`config.mk`:
```
export PLATFORM = sky130hd
export DESIGN_NAME = proc_ctrl_fsm
export DESIGN_NICKNAME = d
export VERILOG_FILES = /design/src/rtl/proc_ctrl_fsm.sv
export SDC_FILE = /design/constraint.sdc
export NUM_CORES = 1
export LEC_CHECK = 0
export CAP_MARGIN = 20
export CORE_ASPECT_RATIO = 0.7
export CORE_MARGIN = 2
export CORE_UTILIZATION = 35
export CTS_BUF_LIST = sky130_fd_sc_hd__clkbuf_8
export DETAILED_ROUTE_END_ITERATION = 8
export GPL_TIMING_DRIVEN = 0
export PLACE_DENSITY = 0.71
export REMOVE_ABC_BUFFERS = 1
export SLEW_MARGIN = 5
export SYNTH_ARGS = -nofsm -noshare
export SYNTH_HDL_FRONTEND = slang
export SYNTH_SLANG_ARGS = --single-unit
```
`constraint.sdc`:
```
create_clock -name clk -period 3.1 [get_ports clk]
set_input_delay 0.775 -clock clk [delete_from_list [all_inputs] [get_ports clk]]
set_output_delay 0.775 -clock clk [all_outputs]
set_load 0.05 [all_outputs]
```
`src/rtl/proc_ctrl_fsm.sv`:
```
// proc_ctrl_fsm
// Control sequencer for the parametrised processor datapath. Fetches an
// instruction (T0), decodes it from the IR contents (T1), and walks the
// datapath through operand load, ALU or memory phases. LD/ST talk to memory
// through a req/ack handshake that gives up after MEM_TIMEOUT cycles.
// All datapath controls are decoded combinationally from state + IR.

module proc_ctrl_fsm #(
  parameter int  DATA_W      = 16,
  parameter int  NUM_REGS    = 8,
  parameter int  MEM_TIMEOUT = 15,
  localparam int RI          = $clog2(NUM_REGS),
  localparam int SEL_W       = $clog2(NUM_REGS + 3)
) (
  input  logic                clk,
  input  logic                reset_n,
  input  logic                run,
  input  logic [DATA_W-1:0]   ir_out,
  input  logic                mem_ack,
  output logic [SEL_W-1:0]    sel,
  output logic [NUM_REGS-1:0] rx_in,
  output logic                ir_in,
  output logic                a_in,
  output logic                g_in,
  output logic                addr_in,
  output logic                dout_in,
  output logic [1:0]          alu_op,
  output logic                imm_hi,
  output logic                mem_req,
  output logic                mem_wr,
  output logic                done,
  output logic                err,
  output logic                halted
);

  // Wide enough to hold 0..MEM_TIMEOUT-1 for any MEM_TIMEOUT >= 1.
  localparam int CNT_W = $clog2(MEM_TIMEOUT + 1);
  localparam logic [CNT_W-1:0] CNT_LAST = CNT_W'(MEM_TIMEOUT - 1);

  // Bus mux codes for the non-register sources.
  localparam logic [SEL_W-1:0] SEL_IMM = SEL_W'(NUM_REGS);
  localparam logic [SEL_W-1:0] SEL_G   = SEL_W'(NUM_REGS + 1);
  localparam logic [SEL_W-1:0] SEL_DIN = SEL_W'(NUM_REGS + 2);

  typedef enum logic [2:0] {
    S_IDLE = 3'd0,
    S_T0   = 3'd1,
    S_T1   = 3'd2,
    S_T2   = 3'd3,
    S_T3   = 3'd4,
    S_MEM  = 3'd5,
    S_HALT = 3'd6
  } state_t;

  typedef enum logic [2:0] {
    OP_MV   = 3'b000,
    OP_MVT  = 3'b001,
    OP_ADD  = 3'b010,
    OP_SUB  = 3'b011,
    OP_LD   = 3'b100,
    OP_ST   = 3'b101,
    OP_AND  = 3'b110,
    OP_HALT = 3'b111
  } op_t;

  state_t           state_q, state_d;
  logic [CNT_W-1:0] cnt_q, cnt_d;

  // ------------------------------------------------------------------
  // Instruction field decode
  // ------------------------------------------------------------------
  op_t              op;
  logic             imm;
  logic [RI-1:0]    rx_idx;
  logic [RI-1:0]    ry_idx;
  logic [SEL_W-1:0] rx_sel;
  logic [SEL_W-1:0] src_sel;
  logic [NUM_REGS-1:0] rx_onehot;
  logic [1:0]       alu_code;

  assign op      = op_t'(ir_out[DATA_W-1 -: 3]);
  assign imm     = ir_out[DATA_W-4];
  assign rx_idx  = ir_out[DATA_W-5 -: RI];
  assign ry_idx  = ir_out[RI-1:0];
  assign rx_sel  = SEL_W'(rx_idx);
  assign src_sel = imm ? SEL_IMM : SEL_W'(ry_idx);

  // The bits between RX and RY carry no control information (the
  // datapath takes the immediate from them directly).
  if (DATA_W > 4 + 2 * RI) begin : g_pad
    logic unused_pad;
    assign unused_pad = ^ir_out[DATA_W-5-RI:RI];
  end

  // One-hot write enable for RX; an RX code beyond NUM_REGS-1 (only
  // possible with a non power-of-two register count) selects nothing.
  for (genvar gi = 0; gi < NUM_REGS; gi++) begin : g_rx_dec
    assign rx_onehot[gi] = (rx_idx == RI'(gi));
  end

  // ALU function for the three arithmetic/logic opcodes; 11 is never used.
  always_comb begin
    alu_code = 2'b00;
    case (op)
      OP_SUB:  alu_code = 2'b01;
      OP_AND:  alu_code = 2'b10;
      default: alu_code = 2'b00;
    endcase
  end

  // ------------------------------------------------------------------
  // State and timeout counter registers
  // ------------------------------------------------------------------

  // State register; reset may land at any time, including mid-handshake.
  always_ff @(posedge clk or negedge reset_n) begin
    if (!reset_n) begin
      state_q <= S_IDLE;
      cnt_q   <= '0;
    end else begin
      state_q <= state_d;
      cnt_q   <= cnt_d;
    end
  end

  // Next-state and datapath control decode from state + IR.
  always_comb begin
    state_d = state_q;
    cnt_d   = cnt_q;
    sel     = '0;
    rx_in   = '0;
    ir_in   = 1'b0;
    a_in    = 1'b0;
    g_in    = 1'b0;
    addr_in = 1'b0;
    dout_in = 1'b0;
    alu_op  = 2'b00;
    imm_hi  = 1'b0;
    mem_req = 1'b0;
    mem_wr  = 1'b0;
    done    = 1'b0;
    err     = 1'b0;
    halted  = 1'b0;

    case (state_q)
      S_IDLE: begin
        if (run) state_d = S_T0;
      end

      S_T0: begin
        // Latch the instruction; IR is only trusted from T1 on.
        ir_in   = 1'b1;
        state_d = S_T1;
      end

      S_T1: begin
        case (op)
          OP_MV: begin
            sel     = src_sel;
            rx_in   = rx_onehot;
            done    = 1'b1;
            state_d = S_IDLE;
          end
          OP_MVT: begin
            sel     = SEL_IMM;
            imm_hi  = 1'b1;
            rx_in   = rx_onehot;
            done    = 1'b1;
            state_d = S_IDLE;
          end
          OP_ADD, OP_SUB, OP_AND: begin
            sel     = rx_sel;
            a_in    = 1'b1;
            state_d = S_T2;
          end
          OP_LD, OP_ST: begin
            sel     = src_sel;
            addr_in = 1'b1;
            state_d = S_T2;
          end
          OP_HALT: begin
            done    = 1'b1;
            state_d = S_HALT;
          end
          default: state_d = S_IDLE;
        endcase
      end

      S_T2: begin
        case (op)
          OP_ADD, OP_SUB, OP_AND: begin
            sel     = src_sel;
            g_in    = 1'b1;
            alu_op  = alu_code;
            state_d = S_T3;
          end
          OP_LD: begin
            cnt_d   = '0;
            state_d = S_MEM;
          end
          OP_ST: begin
            sel     = rx_sel;
            dout_in = 1'b1;
            cnt_d   = '0;
            state_d = S_MEM;
          end
          default: state_d = S_IDLE;
        endcase
      end

      S_MEM: begin
        mem_req = 1'b1;
        mem_wr  = (op == OP_ST);
        if (mem_ack) begin
          // An ack in the last permitted cycle still wins over the abort.
          state_d = S_T3;
        end else if (cnt_q == CNT_LAST) begin
          done    = 1'b1;
          err     = 1'b1;
          state_d = S_IDLE;
        end else begin
          cnt_d = cnt_q + CNT_W'(1);
        end
      end

      S_T3: begin
        case (op)
          OP_ADD, OP_SUB, OP_AND: begin
            sel   = SEL_G;
            rx_in = rx_onehot;
          end
          OP_LD: begin
            sel   = SEL_DIN;
            rx_in = rx_onehot;
          end
          default: ;
        endcase
        done    = 1'b1;
        state_d = S_IDLE;
      end

      S_HALT: begin
        halted = 1'b1;
        if (!run) state_d = S_IDLE;
      end

      default: state_d = S_IDLE;
    endcase
  end

endmodule

```
==> impl_metrics.yaml <==
critical_path:
  path_delay_family: "buffers and inverters"
  r2r-start: "cnt_q[0]$_DFFE_PN0P_"
  startpoint: "ir_out[14]"
  crit_path_start_kind: "input port"
  worstPathMaxFanout: 17
  r2r_end: "cnt_q[0]$_DFFE_PN0P_"
  end_kind: "primary output"
  reg2regPathDepth: 6
  critical-path-slowest-cell: "clkdlybuf4s15_2"
  cpPeakStageDelay_ps: 390
  crit_buf_inv: 2
  worstPathArrival_ps: 2210
  worstPathRequired_ps: 2320
  r2r_setup_slack_ps: 1500
  path_class: "input port to primary output"
  path_cells: "buf_2 > nor2_1 > o21ai_1 > o211ai_1 > a21oi_1 > clkdlybuf4s15_2"
drt:
  viasPerCell: 5.42
  drt_iter0_drc: 39
  route.vias.total: 1062
  drt_pass1_iterations: 4
  drc: 0
  avgRoutedWirePerCell_um: 14.4
  wl_um: 2820
  ant_nets: 0
sta:
  slew_headroom_pct: 66.1
  fin_crit_ps: 2980
  fin_ws_ps: 117
  fmax_mhz: 335
  fin_skew_ps: 3.22
  worstMarginPinSlew_ps: 511
  rsz0062_at_grt: "false"
  hold_viol: 0
  drv_slew: 0
  final.period_utilization_pct: 96.2
  setup_viol: 0
  worst_hold_slack_ps: 582
placed_design:
  dp.cells: 192
  port_buffers: 38
  place_congestion: 0.940
  dpl-instance-area_um2: 1280
  dp_hpwl_um: 2220
  post-place-ws_ps: -1070
clock_tree:
  path_clk_slew_ps: 40
  htree_num_levels: 1
  numClockSinks: 7
  clock_path_buffers: 2
  cts_tree: "yes"
  cts_inserted_buffers: 3
  cts_root_buf: "clkbuf_8"
  clock_latency_ps: 220
min_path:
  hold_end: "cnt_q[2]$_DFFE_PN0P_"
  min_from: "cnt_q[2]$_DFFE_PN0P_"
  hold_path_depth: 1
  hold_path_class: "register to register"
floorplan:
  die-area_um2: 3000
  io_pins: 45
  die_h_um: 46.4
  rows: 15
  initial_core_util_pct: 36.6
  die_width_um: 64.6
  core_area_um2: 2460
layout:
  fin_cells: 196
  ff_latch_area_um2: 175
  postLayoutCellArea_um2: 1290
  drive_gt1_share_pct: 16.0
  synthToLayoutAreaGrowth_pct: 43.1
  multi_input_area_um2: 677
  fill_cells: 240
  layout.nets: 185
  antenna_cells: 0
synth:
  synthTopCellsByArea: "dfrtp_1, nor2_1, o211ai_1"
  synthCells: 125
  async_flop_share_pct: 100
  synth_top_cell_area_share_pct: 19.5
  yosys_warnings: 0
  synth_ff_type: "dfrtp_1"
  seq_area_frac_synth_pct: 19.5
  synth_seq_cells: 7
  yosysMostFrequentCell: "nor2_1"
  yosysUniqueCellTypes: 38
  synth_edf_count: 0
  synth_top_area_cell: "dfrtp_1"
  synthTopCellsByCount: "nor2_1, nand3_1, nand2_1, o21ai_0"
  syn_area_um2: 900
  syn_area_per_cell_um2: 7.20
grt:
  grt_usage_pct: 19.5
  overflow: 0
  grt_pass1_wl_um: 4510
  antenna_found_initial: 0
  grt_pass1_vias: 942
  grt_max_degree: 18
outcome:
  status: "complete, no violations"
power:
  p_leak_uw: 0.000624
  p_per_area_nw_per_um2: 624
  total_power_uw: 804
  vdd_ir_drop_max_uv: 367
flow_run:
  max_cap_viol_count: 0
-- metal layers --
metal	up-vias	track usage (%)	part of all wire [%]	routed length, µm
met5	-	0	0	0
met4	0	0	0	0
met3	0	4.89	4.6	129
met2	29	31.0	44	1250
met1	495	28.6	51	1440
li1	538	-	-	-
-- cell families (layout without fill, tap and decap cells) --
family,count (synthesis),after routing,share of synthesized area [%]
AND/OR/NAND/NOR,72,72,46.7
AO/OA/AOI/OAI,30,30,21.4
buffers and inverters,12,49,7.37
flip-flops,7,7,19.5
adder cells (fa/ha/maj),2,2,2.78
multiplexers,2,2,2.23
-- worst max path at each step --
stage                     cells after the start  endpoint  slack (ps)
after floorplan                               4    sel[3]        -560
after global placement                        6    sel[3]       -1060
after detailed placement                      6    sel[2]       -1070
after CTS                                     6    sel[3]        -100
after global routing                          6    sel[2]          30
final                                         6    sel[2]         120
-- final cells by class --
type	count	share of cell area, %
clock buffers	3	3.21
inverters	7	2.04
repair buffers	38	25.0
multi-input cells	106	52.6
clock inverters	1	0.292
flip-flops and latches	7	13.6
well taps	34	3.30
-- report_power, final --
| group | internal [µW] | total, µW | leakage (µW) | switching [µW] |
|---|---|---|---|---|
| clock | 85.5 | 123 | 0.0000269 | 37.9 |
| sequential | 117 | 197 | 0.0000932 | 80.6 |
| combinational | 165 | 483 | 0.000504 | 318 |
-- stage by stage --
stage               TNS (ps)  utilization [%]
floorplan               -620                -
global placement      -15680             52.2
detailed placement    -15930             52.2
CTS                     -198             52.8
global route               0             52.4
finish                     0             52.4
-- placed cells by master, fill, tap and decap left out, drive strengths merged, types with 2 or more instances in the layout --
cell | Yosys | layout
mux2i | 2 | 2
and2 | 2 | 2
nand2b | 7 | 7
nand3 | 9 | 9
clkbuf | 0 | 6
nor3b | 3 | 3
dfrtp | 7 | 7
clkdlybuf4s15 | 0 | 3
or4 | 2 | 2
nand2 | 8 | 8
inv | 7 | 8
nand3b | 4 | 4
buf | 5 | 10
nor2b | 2 | 2
and3 | 5 | 5
a31oi | 2 | 2
nor2 | 16 | 16
o211ai | 7 | 7
clkdlybuf4s50 | 0 | 13
dlygate4sd2 | 0 | 8
ha | 2 | 2
o21ai | 8 | 8
nor3 | 8 | 8
a21oi | 6 | 6
-- timing repair --
action | CTS | global route
setup endpoints to repair | 22 | 15
pin swaps | 1 | 1
resized for setup | 81 | 11
hold buffers | 0 | 0
setup buffers | 0 | 0
gates cloned | 0 | 0
-- sequential cells by signal, indices dropped and copies added (netlist names) --
| register | cells |
|---|---|
| cnt_q | 4 |
| state_q | 3 |
No activity file was read; power rests on OpenSTA's default activity.
